File: src/rtl/fir_hb39_serial_sched.sv
`default_nettype none
// ============================================================================
// Module   : fir_hb39_serial_sched
// Purpose  : Time-multiplexed 39-tap symmetric half-band FIR. A single shared
//            multiplier/accumulator walks the nine non-zero symmetric
//            coefficient pairs plus the centre tap, one term per cycle.
// Ports    : clock, reset        - rising-edge clock, sync active-high reset
//            in_valid/in_ready   - sample handshake, in_data unsigned W bits
//            out_valid/out_ready - result handshake, out_data unsigned AW bits
//                                  (normalised value = out_data >> 12)
//            busy                - high while a sample is in flight
// Revision : 1.0 - initial release
// ============================================================================
module fir_hb39_serial_sched #(
  parameter int W  = 12,
  parameter int CW = 11,
  parameter int AW = W + 12
) (
  input  logic          clock,
  input  logic          reset,
  input  logic          in_valid,
  output logic          in_ready,
  input  logic [W-1:0]  in_data,
  output logic          out_valid,
  input  logic          out_ready,
  output logic [AW-1:0] out_data,
  output logic          busy
);

  localparam int PW = W + CW + 1;

  typedef enum logic [1:0] {
    IDLE = 2'd0,
    LOAD = 2'd1,
    MAC  = 2'd2,
    DONE = 2'd3
  } state_t;

  state_t        state;
  logic [3:0]    k;
  logic [AW-1:0] acc;
  logic [W-1:0]  x [0:38];

  logic [W:0]    pair_sum;
  logic [CW-1:0] coef;
  logic [PW-1:0] prod;
  logic [AW-1:0] acc_next;

  // Term selection for step k: outer pair first, centre tap last.
  always_comb begin
    pair_sum = '0;
    coef     = '0;
    case (k)
      4'd0: begin pair_sum = {1'b0, x[2]}  + {1'b0, x[36]}; coef = CW'(2);    end
      4'd1: begin pair_sum = {1'b0, x[4]}  + {1'b0, x[34]}; coef = CW'(5);    end
      4'd2: begin pair_sum = {1'b0, x[6]}  + {1'b0, x[32]}; coef = CW'(11);   end
      4'd3: begin pair_sum = {1'b0, x[8]}  + {1'b0, x[30]}; coef = CW'(23);   end
      4'd4: begin pair_sum = {1'b0, x[10]} + {1'b0, x[28]}; coef = CW'(43);   end
      4'd5: begin pair_sum = {1'b0, x[12]} + {1'b0, x[26]}; coef = CW'(76);   end
      4'd6: begin pair_sum = {1'b0, x[14]} + {1'b0, x[24]}; coef = CW'(133);  end
      4'd7: begin pair_sum = {1'b0, x[16]} + {1'b0, x[22]}; coef = CW'(258);  end
      4'd8: begin pair_sum = {1'b0, x[18]} + {1'b0, x[20]}; coef = CW'(835);  end
      4'd9: begin pair_sum = {1'b0, x[19]};                 coef = CW'(1324); end
      default: begin pair_sum = '0; coef = '0; end
    endcase
  end

  assign prod     = PW'(pair_sum) * PW'(coef);
  assign acc_next = acc + AW'(prod);

  // Gated by reset so the source never sees a handshake during the reset cycle.
  assign in_ready = (state == IDLE) && !reset;
  assign busy     = (state != IDLE);

  always_ff @(posedge clock) begin
    if (reset) begin
      state     <= IDLE;
      k         <= '0;
      acc       <= '0;
      out_valid <= 1'b0;
      out_data  <= '0;
      for (int i = 0; i < 39; i++) x[i] <= '0;
    end else begin
      case (state)
        IDLE: begin
          if (in_valid) begin
            for (int i = 38; i > 0; i--) x[i] <= x[i-1];
            x[0]  <= in_data;
            acc   <= '0;
            k     <= '0;
            state <= LOAD;
          end
        end
        LOAD: begin
          state <= MAC;
        end
        MAC: begin
          acc <= acc_next;
          if (k == 4'd9) begin
            out_data  <= acc_next;
            out_valid <= 1'b1;
            state     <= DONE;
          end else begin
            k <= k + 4'd1;
          end
        end
        DONE: begin
          if (out_ready) begin
            out_valid <= 1'b0;
            state     <= IDLE;
          end
        end
        default: state <= IDLE;
      endcase
    end
  end

endmodule
`default_nettype wire

File: config.mk
export PLATFORM = sky130hd
export DESIGN_NAME = fir_hb39_serial_sched
export DESIGN_NICKNAME = d
export VERILOG_FILES = /design/src/rtl/fir_hb39_serial_sched.sv
export SDC_FILE = /design/constraint.sdc
export NUM_CORES = 1
export LEC_CHECK = 0
export CORE_ASPECT_RATIO = 1.1
export CORE_MARGIN = 10
export CORE_UTILIZATION = 50
export CTS_CLUSTER_SIZE = 20
export DETAILED_ROUTE_END_ITERATION = 16
export PLACE_DENSITY = 0.76
export SETUP_SLACK_MARGIN = 0.15
export SLEW_MARGIN = 5
export SYNTH_ARGS = -nofsm -noshare
export SYNTH_HDL_FRONTEND = slang
export SYNTH_SLANG_ARGS = --single-unit
File: constraint.sdc
create_clock -name clock -period 32.5 [get_ports clock]
set_clock_uncertainty 0.2 [all_clocks]
set_input_delay 6.5 -clock clock [delete_from_list [all_inputs] [get_ports clock]]
set_output_delay 6.5 -clock clock [all_outputs]
set_load 0.02 [all_outputs]
### Word-level counts from Yosys, hierarchy flattened

Memory sizes are Yosys's and may differ from the RTL's.
Cells that the tools add are included.

| cells by class | value |
|---|---|
| add/subtract/negate cells | 11 |
| $mul | 1 |
| equal/unequal tests | 16 |
| mux-type cells | 59 |
| bitwise logic cells | 39 |
| reduce and logical (&&, ||, !) cells | 12 |

Operators by type and width:

| operator | count |
|---|---|
| 12-bit 2-to-1 mux | 39 |
| 13-bit one-hot mux with 10 select lines | 1 |
| 12-bit by 12-bit adder with 13-bit output | 9 |
| 11-bit one-hot mux with 10 select lines | 1 |
| 24-bit one-hot mux with 2 select lines | 1 |
| 1-bit bitwise OR | 39 |
| 24-bit adder | 1 |
| 13-bit by 11-bit multiplier with 24-bit output | 1 |
| 24-bit 2-to-1 mux | 1 |
| 4-bit by 3-bit equality test with 1-bit output (second input constant) | 4 |
| 3-bit AND reduction | 3 |
| 4-bit by 2-bit equality test with 1-bit output (second input constant) | 2 |
| 4-bit equality test (second input constant) | 2 |
| 1-bit 2-to-1 mux | 8 |
| 4-bit 2-to-1 mux | 2 |
| 2-bit inequality test (second input constant) | 4 |
| 2-bit one-hot mux with 4 select lines | 1 |
| 4-bit one-hot mux with 2 select lines | 1 |
| 2-bit 2-to-1 mux | 3 |
| 2-bit nonzero test | 3 |
| 4-bit by 1-bit adder with 4-bit output (second input constant) | 1 |
| 2-bit equality test (second input constant) | 2 |
| 4-bit by 1-bit equality test with 1-bit output (second input constant) | 1 |
| 4-bit zero test | 1 |
| other kinds (6) | 7 |

| storage, ports and cells | value |
|---|---|
| register bits after elaboration | 55 |
| bits in writable memories | 468 |
| output and inout port bits | 27 |
| memories | 1 |

Memory list:

| name | depth | bits a word | rd ports | clocked after Yosys merged registers in | wr ports | RTL line | text |
|---|---|---|---|---|---|---|---|
| x | 39 | 12 | 38 | 0 | 39 | 42 | `logic [W-1:0] x [0:38];` |

### Logic depth before layout (Yosys ltp)

Gate-level depths: netlist of the first run.

| depth | value |
|---|---|
| word-level depth | 5 |
| mapped depth | 32 |

### Worst setup path after synthesis of the first run

Ideal clock, no wire load.

| timing | value |
|---|---|
| path kind | in2reg |
| start point | input port reset |
| end point | memory x[0][0], enable pin |
| data arrival time | 17.555 ns |
| data required time | 31.411 ns |
| path slack | 13.856 ns |
| stages on the path | 3 |
| cells stage by stage | clkbuf_1 -> clkbuf_1 -> nand2b_1 |

RTL lines:

| item | RTL line | text |
|---|---|---|
| start: declaration | 20 | `input logic reset,` |
| end: declaration | 42 |  |

### Final worst setup path of the first run

| timing | value |
|---|---|
| start point | input port reset |
| end point | output port in_ready |

| on the way | value |
|---|---|
| word-level cells in the longest chain between the ends | 2 |

Ends and longest elaborated chain:

| item | RTL line | text |
|---|---|---|
| 1-bit zero test | 72 | `assign in_ready = (state == IDLE) && !reset;` |
| 1-bit logical AND | 72 |  |
| end: declaration | 22 | `output logic in_ready,` |

No other way between the ends.

==> results of run 1 <==
[flip-flops by register name, indices dropped and copies added (netlist names)]
signal     count
state          2
acc           24
x            444
out_data      24
k              4
out_valid      1
[cells in the mapped netlist, types with 34 or more instances]
master	number
fa_1	130
inv_1	206
xnor2_1	49
edfxtp_1	444
dfxtp_1	55
ha_1	173
nor3_1	34
nand2_1	166
a21oi_1	106
o21ai_0	56
and2_1	468
a21o_1	46
clkbuf_1	101
xor2_1	37
nor2_1	100
[worst reg2reg max path, delay by kind of cell (launching register included)]
kind | cells | cell delay (ns)
compound gates | 11 | 3.52
xor+xnor | 1 | 0.18
fa+ha+maj | 8 | 3.46
buf+inv | 3 | 0.18
flops | 1 | 0.40
simple gates | 3 | 1.22
[metrics by stage]
step                power (mW)  std cells  instance area [um^2]  utilization, %  setup slack [ns]
floorplan                 1.41       2557                 29200               -             13.86
global placement          1.54       3259                 30300            52.6             17.81
finish                    2.14       3355                 31900            55.4             17.82
global route              2.25       3355                 31900            55.4             17.70
detailed placement        1.56       3259                 30300            52.6             17.81
CTS                       2.14       3355                 31900            55.4             17.81
[how the worst max path moves through the flow]
stage	from	cells past startpoint	slack, ns	end
final	reset	3	17.82	in_ready
after global placement	reset	3	17.81	in_ready
after global routing	reset	3	17.70	in_ready
after floorplan	reset	3	13.86	x[0][0]$_SDFFCE_PN0P_
after CTS	reset	3	17.81	in_ready
after detailed placement	reset	3	17.81	in_ready
[routing by layer]
metal	track usage, %	vias up
met5	0	-
met4	7.52	4
met3	3.25	157
met2	33.0	680
met1	25.1	9689
li1	-	8914
[cell families (layout without fill, tap and decap cells)]
logic type,count (synthesis),count (layout)
AND/OR/NAND/NOR,911,911
buffers and inverters,316,362
adder cells (fa/ha/maj),303,303
flip-flops,499,499
XOR/XNOR,86,86
multiplexers,9,9
AO/OA/AOI/OAI,433,433
[layout make-up]
class                           count  area, um^2
Clock inverter                     33         244
Multi-Input combinational cell   1742       13600
Sequential cell                   499       14400
Clock buffer                       63        1370
Inverter                          206         773
Tap cell                          752         941
Fill cell                        4786       25600
Timing Repair Buffer               60         563
[power by group through the flow]
stage	registers, mW	clock network [mW]	logic [mW]
after floorplan	0.935	0	0.471
after global placement	0.913	0	0.630
after detailed placement	0.914	0	0.648
after CTS	0.903	0.583	0.653
after global routing	0.914	0.606	0.726
final	0.904	0.574	0.658
==> flow_summary.yaml, run 1 <==
outcome:
  outcome: "completed"
sta:
  slew_headroom_pct: 19.9
  rsz0062_at_grt: "false"
  hold_viol: 0
  slew_violations: 0
  max_freq_mhz: 68.1
  fin_crit_sh_pct: 45.2
  worst_pin_slew_ns: 1.20
  whs_ns: 0.256
  setup_tns_ns: 0
  setup_viol: 0
  period_minus_slack_ns: 14.68
logic_synthesis:
  syn_area_um2: 29200
  synth_xor_area_share_pct: 2.58
  yosysUniqueCellTypes: 68
  async_reset_ff_share_pct: 0
  yosys_warnings: 0
  syn_area_per_cell_um2: 11.4
  yosys.area_share.adder_pct: 16.3
  synth.area.mux_share_pct: 0.309
  syn_inst: 2557
  synth_area_leaders: "edfxtp_1 (46%), and2_1 (10%), fa_1 (8.9%)"
  synth_compound_area_share_pct: 10.1
  synth_top_family_by_area: "simple AND/OR/NAND/NOR gates"
  synth_ff_type: "edfxtp_1"
  ys_ff_latch: 499
  synth-seq-area-share_pct: 49.5
  yosys.area_share.simple_pct: 17.2
  synth_top_area_share_pct: 45.7
  synth_edf_count: 444
  synth_nets: 2876
  yosysTopAreaCell: "edfxtp_1"
detailed_routing:
  met1Wirelength_mm: 28.3
  ant_nets: 0
  first_iter_violations: 1890
  num_vias: 19400
  drcViolationCount: 0
  via_per_inst: 5.80
  wl_met2_mm: 33.2
  first_pass_iters: 6
  wl_mm: 68.5
  wire_per_inst_um: 20.4
  dr.max_layer_used: "met5"
  wl_met3_mm: 4.53
die:
  die_h_um: 273
  ios: 43
  start_util_pct: 50.7
  die_w_um: 250
  dieArea_um2: 68400
  core_um2: 57600
  rows: 92
placed_design:
  hpwlAfterDp_mm: 49.0
  gp_congestion: 0.963
  io_buffers: 42
clock_tree:
  clk_pin_slew_ns: 0.06
  tritoncts: "yes"
  post-cts-setup-buffers: 0
  root_buffer: "clkbuf_16"
  htree_levels: 2
  postCtsHoldBufs: 0
  clockBufferDepth: 3
  clock_latency_ns: 0.62
  cts_resized: 0
  clock_sink_count: 499
  cts_made_buffers: 52
hold_path:
  min_path_type: "register to register"
  min_from: "out_data[4]$_SDFFE_PP0P_"
  min_path_cells: 2
  hold_end: "out_data[4]$_SDFFE_PP0P_"
setup_path:
  timing.reg2reg.setup_slack_ns: 23.25
  endpoint_kind: "output port"
  max_stage_delay_ns: 0.79
  arrival_ns: 7.98
  cp_max_fo: 61
  cp_data_required_time_ns: 25.80
  timing.rr.start: "x[24][0]$_SDFFCE_PN0P_"
  crit_family: "buffers and inverters"
  path_class: "input pin to output port"
  cp-start-kind: "input pin"
  r2r_cells: 26
  worstPathCellList: "buf_2, nor2_1, clkdlybuf4s50_1"
  cp.buffers_inverters: 2
  timing.rr.end: "out_data[21]$_SDFFE_PP0P_"
  slowest_stage: "buf_2"
job:
  maxCapViolations: 0
finish:
  nets: 2880
  syn_to_final_growth_pct: 9.34
  drive_above_1_share_pct: 4.73
  final_cell_mix: "and2_1 (468), edfxtp_1 (444), inv_1 (206)"
  final_common_cell: "and2_1"
  antenna_cells: 0
pwr:
  power_frac_comb_pct: 30.8
  powerDensity_nw_per_um2: 67.0
  p_sw_uw: 747
  ir_drop_uv: 53.7
  switching_share_pct: 35.0
  p_int_mw: 1.39
  seqPwrFrac_pct: 42.3
  clkPwrFrac_pct: 26.9
  p_leak_nw: 13.4
global_routing:
  grt_max_degree: 180
  grt_util_all_layers_pct: 19.6
  grt_pass1_wl_mm: 107
  first_global_vias: 19200
  antenna_found_initial: 3
  grt_overflow_total: 0
Power figures use the tool's default switching activity.
==> inputs of run 2 (changes only) <==
--- a/config.mk
+++ b/config.mk
@@ -10,7 +10,7 @@
 export CORE_UTILIZATION = 50
 export CTS_CLUSTER_SIZE = 20
 export DETAILED_ROUTE_END_ITERATION = 16
-export PLACE_DENSITY = 0.76
+export PLACE_DENSITY = 0.78
 export SETUP_SLACK_MARGIN = 0.15
 export SLEW_MARGIN = 5
 export SYNTH_ARGS = -nofsm -noshare
==> constraint.sdc (replaced) <==
create_clock -name clock -period 11.8 [get_ports clock]
set_clock_uncertainty 0.2 [all_clocks]
set_input_delay 2.36 -clock clock [delete_from_list [all_inputs] [get_ports clock]]
set_output_delay 2.36 -clock clock [all_outputs]
set_load 0.02 [all_outputs]
==> flow_summary.yaml, run 2 (same netlist as run 1, synthesis figures left out) <==
detailed_routing:
  num_vias: 19400
  ant_nets: 0
  drcViolationCount: 0
  first_pass_iters: 6
  via_per_inst: 5.77
  first_iter_violations: 2125
  wl_mm: 71.3
  wire_per_inst_um: 21.3
finish:
  final_common_cell: "and2_1"
  fin_cells: 3352
  nets: 2880
  drive_above_1_share_pct: 4.65
  regMostFlops: "x"
  final_cell_mix: "and2_1 (468), edfxtp_1 (444), inv_1 (206)"
  antenna_cells: 0
  finish.instance_area_um2: 32000
  largest_reg_flops: 444
  largestRegisters: "x x444, acc x24, out_data x24"
  syn_to_final_growth_pct: 9.51
clock_tree:
  htree_levels: 2
  cts_resized: 0
  clock_latency_ns: 0.62
  root_buffer: "clkbuf_16"
  tritoncts: "yes"
  cts_made_buffers: 52
  clock_sink_count: 499
  post-cts-setup-buffers: 0
  clk_pin_slew_ns: 0.07
  clockBufferDepth: 3
  postCtsHoldBufs: 0
placed_design:
  dpl-instance-area_um2: 30300
  hpwlAfterDp_mm: 52.0
  io_buffers: 42
  place_inst: 3259
  place_ws_ns: 3.13
  gp_congestion: 1.03
sta:
  rsz0062_at_grt: "false"
  slew_headroom_pct: 14.5
  setup_ws_ns: 2.90
  fin_crit_sh_pct: 75.5
  worst_pin_slew_ns: 1.28
  setup_viol: 0
  period_minus_slack_ns: 8.90
  slew_violations: 0
  max_freq_mhz: 112
  hold_viol: 0
  setup_tns_ns: 0
global_routing:
  grt_util_all_layers_pct: 20.5
  grt_max_degree: 311
  antenna_found_initial: 4
  grt_pass1_wl_mm: 111
  grt_overflow_total: 0
  first_global_vias: 19300
setup_path:
  endpoint_kind: "register"
  cp_data_required_time_ns: 12.13
  cp-start-kind: "register"
  path_class: "register to register"
  max_stage_delay_ns: 0.74
  arrival_ns: 9.24
  cp_max_fo: 11
  worst_path_most_repeated_cell: "fa_1"
  slowest_stage: "o41ai_1"
die:
  die_h_um: 273
  ios: 43
  die_w_um: 250
  rows: 92
  start_util_pct: 50.7
  core_um2: 57600
  dieArea_um2: 68400
pwr:
  ir_drop_uv: 201
  powerDensity_nw_per_um2: 187
  power.total_mw: 5.98
  p_leak_nw: 13.4
job:
  maxCapViolations: 0
outcome:
  outcome: "completed"
hold_path:
  min_path_type: "register to register"
==> run 2: final cells by class <==
type,instances,area [um^2]
fillers,4808,25600
flip-flops and latches,499,14400
multi-input cells,1742,13600
clock buffers,62,1370
well taps,752,941
inverters,206,773
repair buffers,60,576
clock inverters,31,282
==> run 2: power breakdown <==
part	total (mW)	leakage (nW)	internal, mW	switching [mW]
clock	1.62	0.805	0.903	0.719
sequential	2.50	5.23	2.33	0.170
combinational	1.86	7.35	0.632	1.23
==> run 2: path summary, 6_finish.rpt <==
check | slack [ns] | cells after the start | startpoint | endpoint
max | 2.90 | 25 | x[28][2]$_SDFFCE_PN0P_ | out_data[23]$_SDFFE_PP0P_
min | 0.26 | 2 | out_data[15]$_SDFFE_PP0P_ | out_data[15]$_SDFFE_PP0P_
max reg2reg | 2.90 | 25 | x[28][2]$_SDFFCE_PN0P_ | out_data[23]$_SDFFE_PP0P_
min reg2reg | 0.26 | 2 | out_data[15]$_SDFFE_PP0P_ | out_data[15]$_SDFFE_PP0P_
==> run 2: worst max-delay path, delay by kind of cell (launching register included) <==
| family | cells | cell delay, ns |
|---|---|---|
| flip-flops | 1 | 0.51 |
| adder cells (fa/ha/maj) | 7 | 3.26 |
| buffers and inverters | 3 | 0.19 |
| XOR/XNOR | 1 | 0.21 |
| AO/OA/AOI/OAI | 12 | 3.65 |
| AND/OR/NAND/NOR | 2 | 0.79 |
==> run 2: metrics by stage <==
step           hold WS [ns]  util (%)
6_report              0.255      55.5
4_1_cts               0.256      55.5
3_5_place_dp          0.249      52.7
3_3_place_gp          0.245      52.7
2_1_floorplan         0.232         -
5_1_grt               0.278      55.5
==> run 2: layer usage <==
metal,GRT usage (%),vias to the layer above,wire length (um)
met4,9.42,2,3410
met5,0,-,13
met2,33.6,697,34200
met1,26.4,9560,29400
met3,3.28,190,4230
li1,-,8904,-
